### src/rtl/umi_arbiter.sv
// umi_arbiter: packet-level round-robin arbiter sharing one UMI request port
// between N requesters. A grant is held for every beat of a packet, where the
// packet length is decoded from cmd[11:8] of the first beat (beats = len+1).
// Output path is a combinational mux of the granted requester.
// Optional feature macro: UMI_ARB_FIXEDPRI_EN adds the fixedpri input, which
// selects lowest-index-wins arbitration while the pointer keeps advancing.
module umi_arbiter #(
  parameter int N  = 4,
  parameter int DW = 256,
  parameter int CW = 32
) (
  input  logic            clk,
  input  logic            reset,
`ifdef UMI_ARB_FIXEDPRI_EN
  input  logic            fixedpri,
`endif
  input  logic [N-1:0]    in_valid,
  input  logic [N*CW-1:0] in_cmd,
  input  logic [N*DW-1:0] in_packet,
  output logic [N-1:0]    in_ready,
  output logic            out_valid,
  output logic [CW-1:0]   out_cmd,
  output logic [DW-1:0]   out_packet,
  input  logic            out_ready,
  output logic [N-1:0]    out_gnt
);

  localparam int PW = (N > 1) ? $clog2(N) : 1;

  typedef enum logic {
    IDLE  = 1'b0,
    GRANT = 1'b1
  } state_t;

  state_t        state_q, state_d;
  logic [N-1:0]  gnt_q, gnt_d;
  logic [PW-1:0] ptr_q, ptr_d;
  logic [3:0]    cnt_q, cnt_d;
  logic          first_q, first_d;

  logic [PW-1:0] ptr_adv;
  logic [PW-1:0] arb_ptr;
  logic [N-1:0]  winner;
  logic          xfer;
  logic          last_beat;

  // Round-robin pick: first requester at or above ptr, wrapping to the bottom.
  function automatic logic [N-1:0] rr_pick(input logic [N-1:0] req,
                                           input logic [PW-1:0] ptr);
    logic [N-1:0] pick;
    logic         found;
    int           idx;
    pick  = '0;
    found = 1'b0;
    for (int k = 0; k < N; k++) begin
      idx = (int'(ptr) + k) % N;
      if (!found && req[idx]) begin
        pick[idx] = 1'b1;
        found     = 1'b1;
      end
    end
    return pick;
  endfunction

  // Index of the set bit in a one-hot vector (0 when empty).
  function automatic logic [PW-1:0] onehot_idx(input logic [N-1:0] oh);
    logic [PW-1:0] idx;
    idx = '0;
    for (int k = 0; k < N; k++) begin
      if (oh[k]) idx = PW'(k);
    end
    return idx;
  endfunction

  // Pointer one past the given index, wrapping N-1 back to 0.
  function automatic logic [PW-1:0] ptr_wrap(input logic [PW-1:0] idx);
    if (idx == PW'(N - 1)) return '0;
    else                   return idx + PW'(1);
  endfunction

  // Output mux and handshake signals driven straight from the current grant.
  always_comb begin
    out_cmd    = '0;
    out_packet = '0;
    for (int k = 0; k < N; k++) begin
      if (gnt_q[k]) begin
        out_cmd    = out_cmd    | in_cmd[k*CW +: CW];
        out_packet = out_packet | in_packet[k*DW +: DW];
      end
    end
    out_valid = |(in_valid & gnt_q);
    in_ready  = gnt_q & {N{out_ready && (state_q == GRANT)}};
    out_gnt   = gnt_q;
    xfer      = out_valid & out_ready;
  end

  // Arbitration winner; in GRANT it is only consumed on the last beat, so the
  // search starts from the pointer as it will be after this packet completes.
  always_comb begin
    ptr_adv = ptr_wrap(onehot_idx(gnt_q));
    arb_ptr = (state_q == GRANT) ? ptr_adv : ptr_q;
`ifdef UMI_ARB_FIXEDPRI_EN
    if (fixedpri) arb_ptr = '0;
`endif
    winner = rr_pick(in_valid, arb_ptr);
  end

  // Next-state logic: grant selection, beat counting and pointer update.
  always_comb begin
    state_d   = state_q;
    gnt_d     = gnt_q;
    ptr_d     = ptr_q;
    cnt_d     = cnt_q;
    first_d   = first_q;
    last_beat = 1'b0;
    case (state_q)
      IDLE: begin
        gnt_d   = '0;
        first_d = 1'b1;
        cnt_d   = '0;
        if (|in_valid) begin
          state_d = GRANT;
          gnt_d   = winner;
        end
      end
      GRANT: begin
        if (xfer) begin
          // cnt holds the beats still to come after the current one; the
          // length field is only trusted on the first beat of a packet.
          if (first_q) begin
            cnt_d     = out_cmd[11:8];
            first_d   = 1'b0;
            last_beat = (out_cmd[11:8] == 4'd0);
          end else begin
            cnt_d     = cnt_q - 4'd1;
            last_beat = (cnt_q == 4'd1);
          end
          if (last_beat) begin
            ptr_d   = ptr_adv;
            first_d = 1'b1;
            cnt_d   = '0;
            if (|in_valid) begin
              gnt_d = winner;
            end else begin
              state_d = IDLE;
              gnt_d   = '0;
            end
          end
        end
      end
      default: begin
        state_d = IDLE;
        gnt_d   = '0;
      end
    endcase
  end

  // State registers; reset abandons any packet in flight.
  always_ff @(posedge clk) begin
    if (reset) begin
      state_q <= IDLE;
      gnt_q   <= '0;
      ptr_q   <= '0;
      cnt_q   <= '0;
      first_q <= 1'b1;
    end else begin
      state_q <= state_d;
      gnt_q   <= gnt_d;
      ptr_q   <= ptr_d;
      cnt_q   <= cnt_d;
      first_q <= first_d;
    end
  end

endmodule

### config.mk
export PLATFORM = sky130hd
export DESIGN_NAME = umi_arbiter
export DESIGN_NICKNAME = d
export VERILOG_FILES = /design/src/rtl/umi_arbiter.sv
export SDC_FILE = /design/constraint.sdc
export NUM_CORES = 1
export LEC_CHECK = 0
export BUFFER_PORTS_ARGS = -buffer_cell sky130_fd_sc_hd__buf_2
export CAP_MARGIN = 20
export CORE_AREA = 2 2 572 574
export DETAILED_ROUTE_END_ITERATION = 16
export DIE_AREA = 0 0 574 576
export PLACE_DENSITY_LB_ADDON = 0.1
export RECOVER_POWER = 100
export SKIP_LAST_GASP = 1
export SLEW_MARGIN = 10
export SYNTH_ARGS = -nofsm -noshare
export SYNTH_HDL_FRONTEND = slang
export SYNTH_SLANG_ARGS = --single-unit
### constraint.sdc
create_clock -name clk -period 2.4 [get_ports clk]
set_clock_uncertainty 0.05 [all_clocks]
set_input_delay 0.12 -clock clk [delete_from_list [all_inputs] [get_ports clk]]
set_output_delay 0.12 -clock clk [all_outputs]
set_load 0.01 [all_outputs]
==> impl_metrics.sql <==
INSERT INTO impl_metrics (metric_group, metric, value, unit) VALUES
('run_status', 'status', 'complete, but fails checks', ''),
('run_status', 'failed_checks', 'setup timing', ''),
('pwr', 'pwr-share-seq', '0.017', ''),
('layout', 'layout.cells.non_filler', '7064', ''),
('yosys', 'synthDominantAreaCellType', 'a22oi_1', ''),
('cts', 'cts_max_level', '1', ''),
('sta', 'relative_slew_slack', '0.350', ''),
('yosys', 'synth-seq-area-share', '0.0344', ''),
('setup_path', 'worst_path_most_repeated_cell', 'buf_4', ''),
('sta', 'final_hold_viol_count', '0', ''),
('yosys', 'synthesis.nets', '2287', ''),
('route', 'dr.first_iter.drc_count', '1184', ''),
('pwr', 'p_per_area', '870', 'mW/mm²'),
('yosys', 'ys_ff_latch', '12', ''),
('yosys', 'yosys_most_used_dff', 'dfxtp_1', ''),
('pwr', 'vdd_drop_max', '0.496', 'mV'),
('route', 'drt-vias-per-instance', '2.55', ''),
('sta', 'setup_viol', '19', ''),
('yosys', 'ys_async_sr_fraction', '0', ''),
('route', 'drtPass1Iterations', '7', ''),
('setup_path', 'path_max_fanout', '103', ''),
('setup_path', 'setup.worst_path.class', 'reg2out', ''),
('setup_path', 'crit_slowest_cell', 'a22oi_1', ''),
('yosys', 'synth_enable_flop_cells', '0', ''),
('layout', 'flow.area_growth_from_synthesis', '207', '%'),
('die', 'die-area', '0.331', 'mm²'),
('die', 'width_of_the_chip', '574', 'µm'),
('setup_path', 'data_required_time_at_the_worst_endpoint', '2230', 'ps'),
('yosys', 'yosys_warnings', '0', ''),
('sta', 'final.setup.tns', '-832', 'ps'),
('cts', 'ctsRootBufferMaster', 'clkbuf_16', ''),
('yosys', 'proportion_of_netlist_area_held_by_the_largest_area_contributor', '0.625', ''),
('cts', 'clk-insertion-delay-late', '250', 'ps'),
('sta', 'grt_setup_unrepaired', 'true', ''),
('grt', 'first_pass_grt_wire_length', '259000', 'µm'),
('layout', 'multi_input_logic_area', '0.00649', 'mm²'),
('sta', 'post-route-worst-setup-slack', '-124', 'ps'),
('sta', 'finalCritPeriodShare', '1.05', ''),
('die', 'die_h', '576', 'µm'),
('setup_path', 'max_stage_delay', '570', 'ps'),
('layout', 'fraction_of_layout_instances_using_a_drive_strength_above_1', '0.618', ''),
('setup_path', 'path_cells', 'buf_4, buf_16, a22oi_1, buf_4, nand2_1, buf_2', ''),
('setup_path', 'timing.critical_path.from_type', 'flop', ''),
('pwr', 'sw_frac_of_total', '0.678', ''),
('cts', 'cts_inserted_buffers', '3', ''),
('setup_path', 'critical_path.n_buffers_inverters', '4', ''),
('placement', 'pre_cts_ws', '-282', 'ps'),
('yosys', 'yosys.cell_count.top_type', 'a22oi_1', ''),
('run', 'maximum_capacitance_violations', '0', ''),
('yosys', 'ys_top_cells_by_count', 'a22oi_1 (581), nand2_1 (298), clkbuf_1 (98)', ''),
('yosys', 'top_post_synthesis_cells_by_area', 'a22oi_1 (63%), nand2_1 (16%), clkbuf_1 (5.3%)', ''),
('sta', 'worst_slew_pin_slew', '975', 'ps'),
('yosys', 'mappedNetlistArea', '0.00698', 'mm²'),
('pwr', 'net-switching-power', '0.0126', 'W'),
('sta', 'maxClockFrequency', '396', 'MHz'),
('grt', 'first_global_vias', '17501', ''),
('die', 'floorplan.initialDensity', '0.0214', ''),
('route', 'post_drt_wl_per_cell', '31.6', 'µm'),
('setup_path', 'cpLargestDelayFamily', 'buffers and inverters', ''),
('setup_path', 'timing.critical_path.arrival', '2350', 'ps'),
('grt', 'grt_max_degree', '104', ''),
('route', 'routed_wl', '223000', 'µm'),
('placement', 'post_place_cells', '6954', ''),
('cts', 'tritoncts', 'done', ''),
('die', 'core_region_area', '0.325', 'mm²'),
('sta', 'min_period', '2520', 'ps'),
('pwr', 'comb_power_share', '0.966', ''),
('placement', 'portBuffers', '1455', ''),
('hold_path', 'min_path_type', 'in2reg', ''),
('cts', 'cts_hold_buffers', '0', ''),
('placement', 'place_congestion', '0.901', '');
[layout make-up]
type,instances,area share
repair buffers,1635,0.414
multi-input cells,965,0.303
well taps,4346,0.254
flip-flops and latches,12,0.0121
diodes,93,0.0109
clock buffers,4,0.00368
inverters,9,0.00170
[stage by stage]
step / total power, W / instance area, µm² / hold WS (ps)
after floorplan: 0.00617 / 6980 / 319
after global placement: 0.0188 / 20800 / 440
after detailed placement: 0.0187 / 20800 / 439
after CTS: 0.0193 / 21100 / 182
after global routing: 0.0200 / 21200 / 180
final: 0.0186 / 21400 / 163
[what timing repair did]
action | in CTS | in global routing
buffers inserted | 0 | 9
pin swaps | 0 | 7
setup endpoints to repair | 77 | 56
resized for setup | 37 | 38
cloned | 0 | 4
hold endpoints to repair | 0 | 0
[cell usage in the layout (no fill, tap or decap), drive strengths merged, types with 5 or more instances in the layout]
cell and n:
nand2 298, o21ai 7, buf 1433, and3 5, clkbuf 206, diode 93, a21oi 7, ha 10
inv 9, dfxtp 12, nor2 6, a22oi 581
[final timing paths]
check,slack [ps],cells past startpoint,end,from
setup reg to reg,90,7,out_gnt[0]$_SDFFE_PP0P_,out_gnt[2]$_SDFFE_PP0P_
hold reg to reg,440,2,ptr_q[0]$_SDFFE_PP0P_,ptr_q[0]$_SDFFE_PP0P_
hold / removal,160,2,cnt_q[2]$_SDFFE_PP0P_,reset
setup / recovery,-120,6,out_packet[104],out_gnt[1]$_SDFFE_PP0P_
[power by group through the flow]
stage	registers [W]	logic [W]	clock network [W]
floorplan	0.000276	0.00589	0
global placement	0.000321	0.0185	0
detailed placement	0.000322	0.0184	0
CTS	0.000318	0.0186	0.000334
global route	0.000319	0.0193	0.000342
finish	0.000310	0.0180	0.000321
[state kept, by name (all words and copies together), names as in the netlist]
| register | flops |
|---|---|
| cnt_q | 4 |
| state_q | 1 |
| first_q | 1 |
| out_gnt | 4 |
| ptr_q | 2 |
[routing by layer]
layer | GRT usage | share of wire
met2 | 0.206 | 0.45
met1 | 0.154 | 0.41
met4 | 0.00957 | 0.017
met5 | 0 | 0.0053
met3 | 0.0635 | 0.12
[logic make-up (layout without fill, tap and decap cells)]
family / after synthesis / after routing / share of synthesized area
multiplexers: 7 / 7 / 0.0172
other: 0 / 93 / 0
XOR/XNOR: 2 / 2 / 0.00251
adder cells (fa/ha/maj): 10 / 10 / 0.0179
buffers and inverters: 141 / 1648 / 0.0769
flip-flops: 12 / 12 / 0.0344
AND/OR/NAND/NOR: 331 / 331 / 0.189
AO/OA/AOI/OAI: 615 / 615 / 0.662
[worst reg2reg max path, cell delays in order (launching register included)]
cell,delay (ps)
dfxtp_4,390
buf_4,170
a22oi_1,190
nand2_1,170
nor4_4,350
a31oi_2,200
and2b_2,290
a221o_1,370
No activity file was read; power rests on OpenSTA's default activity.
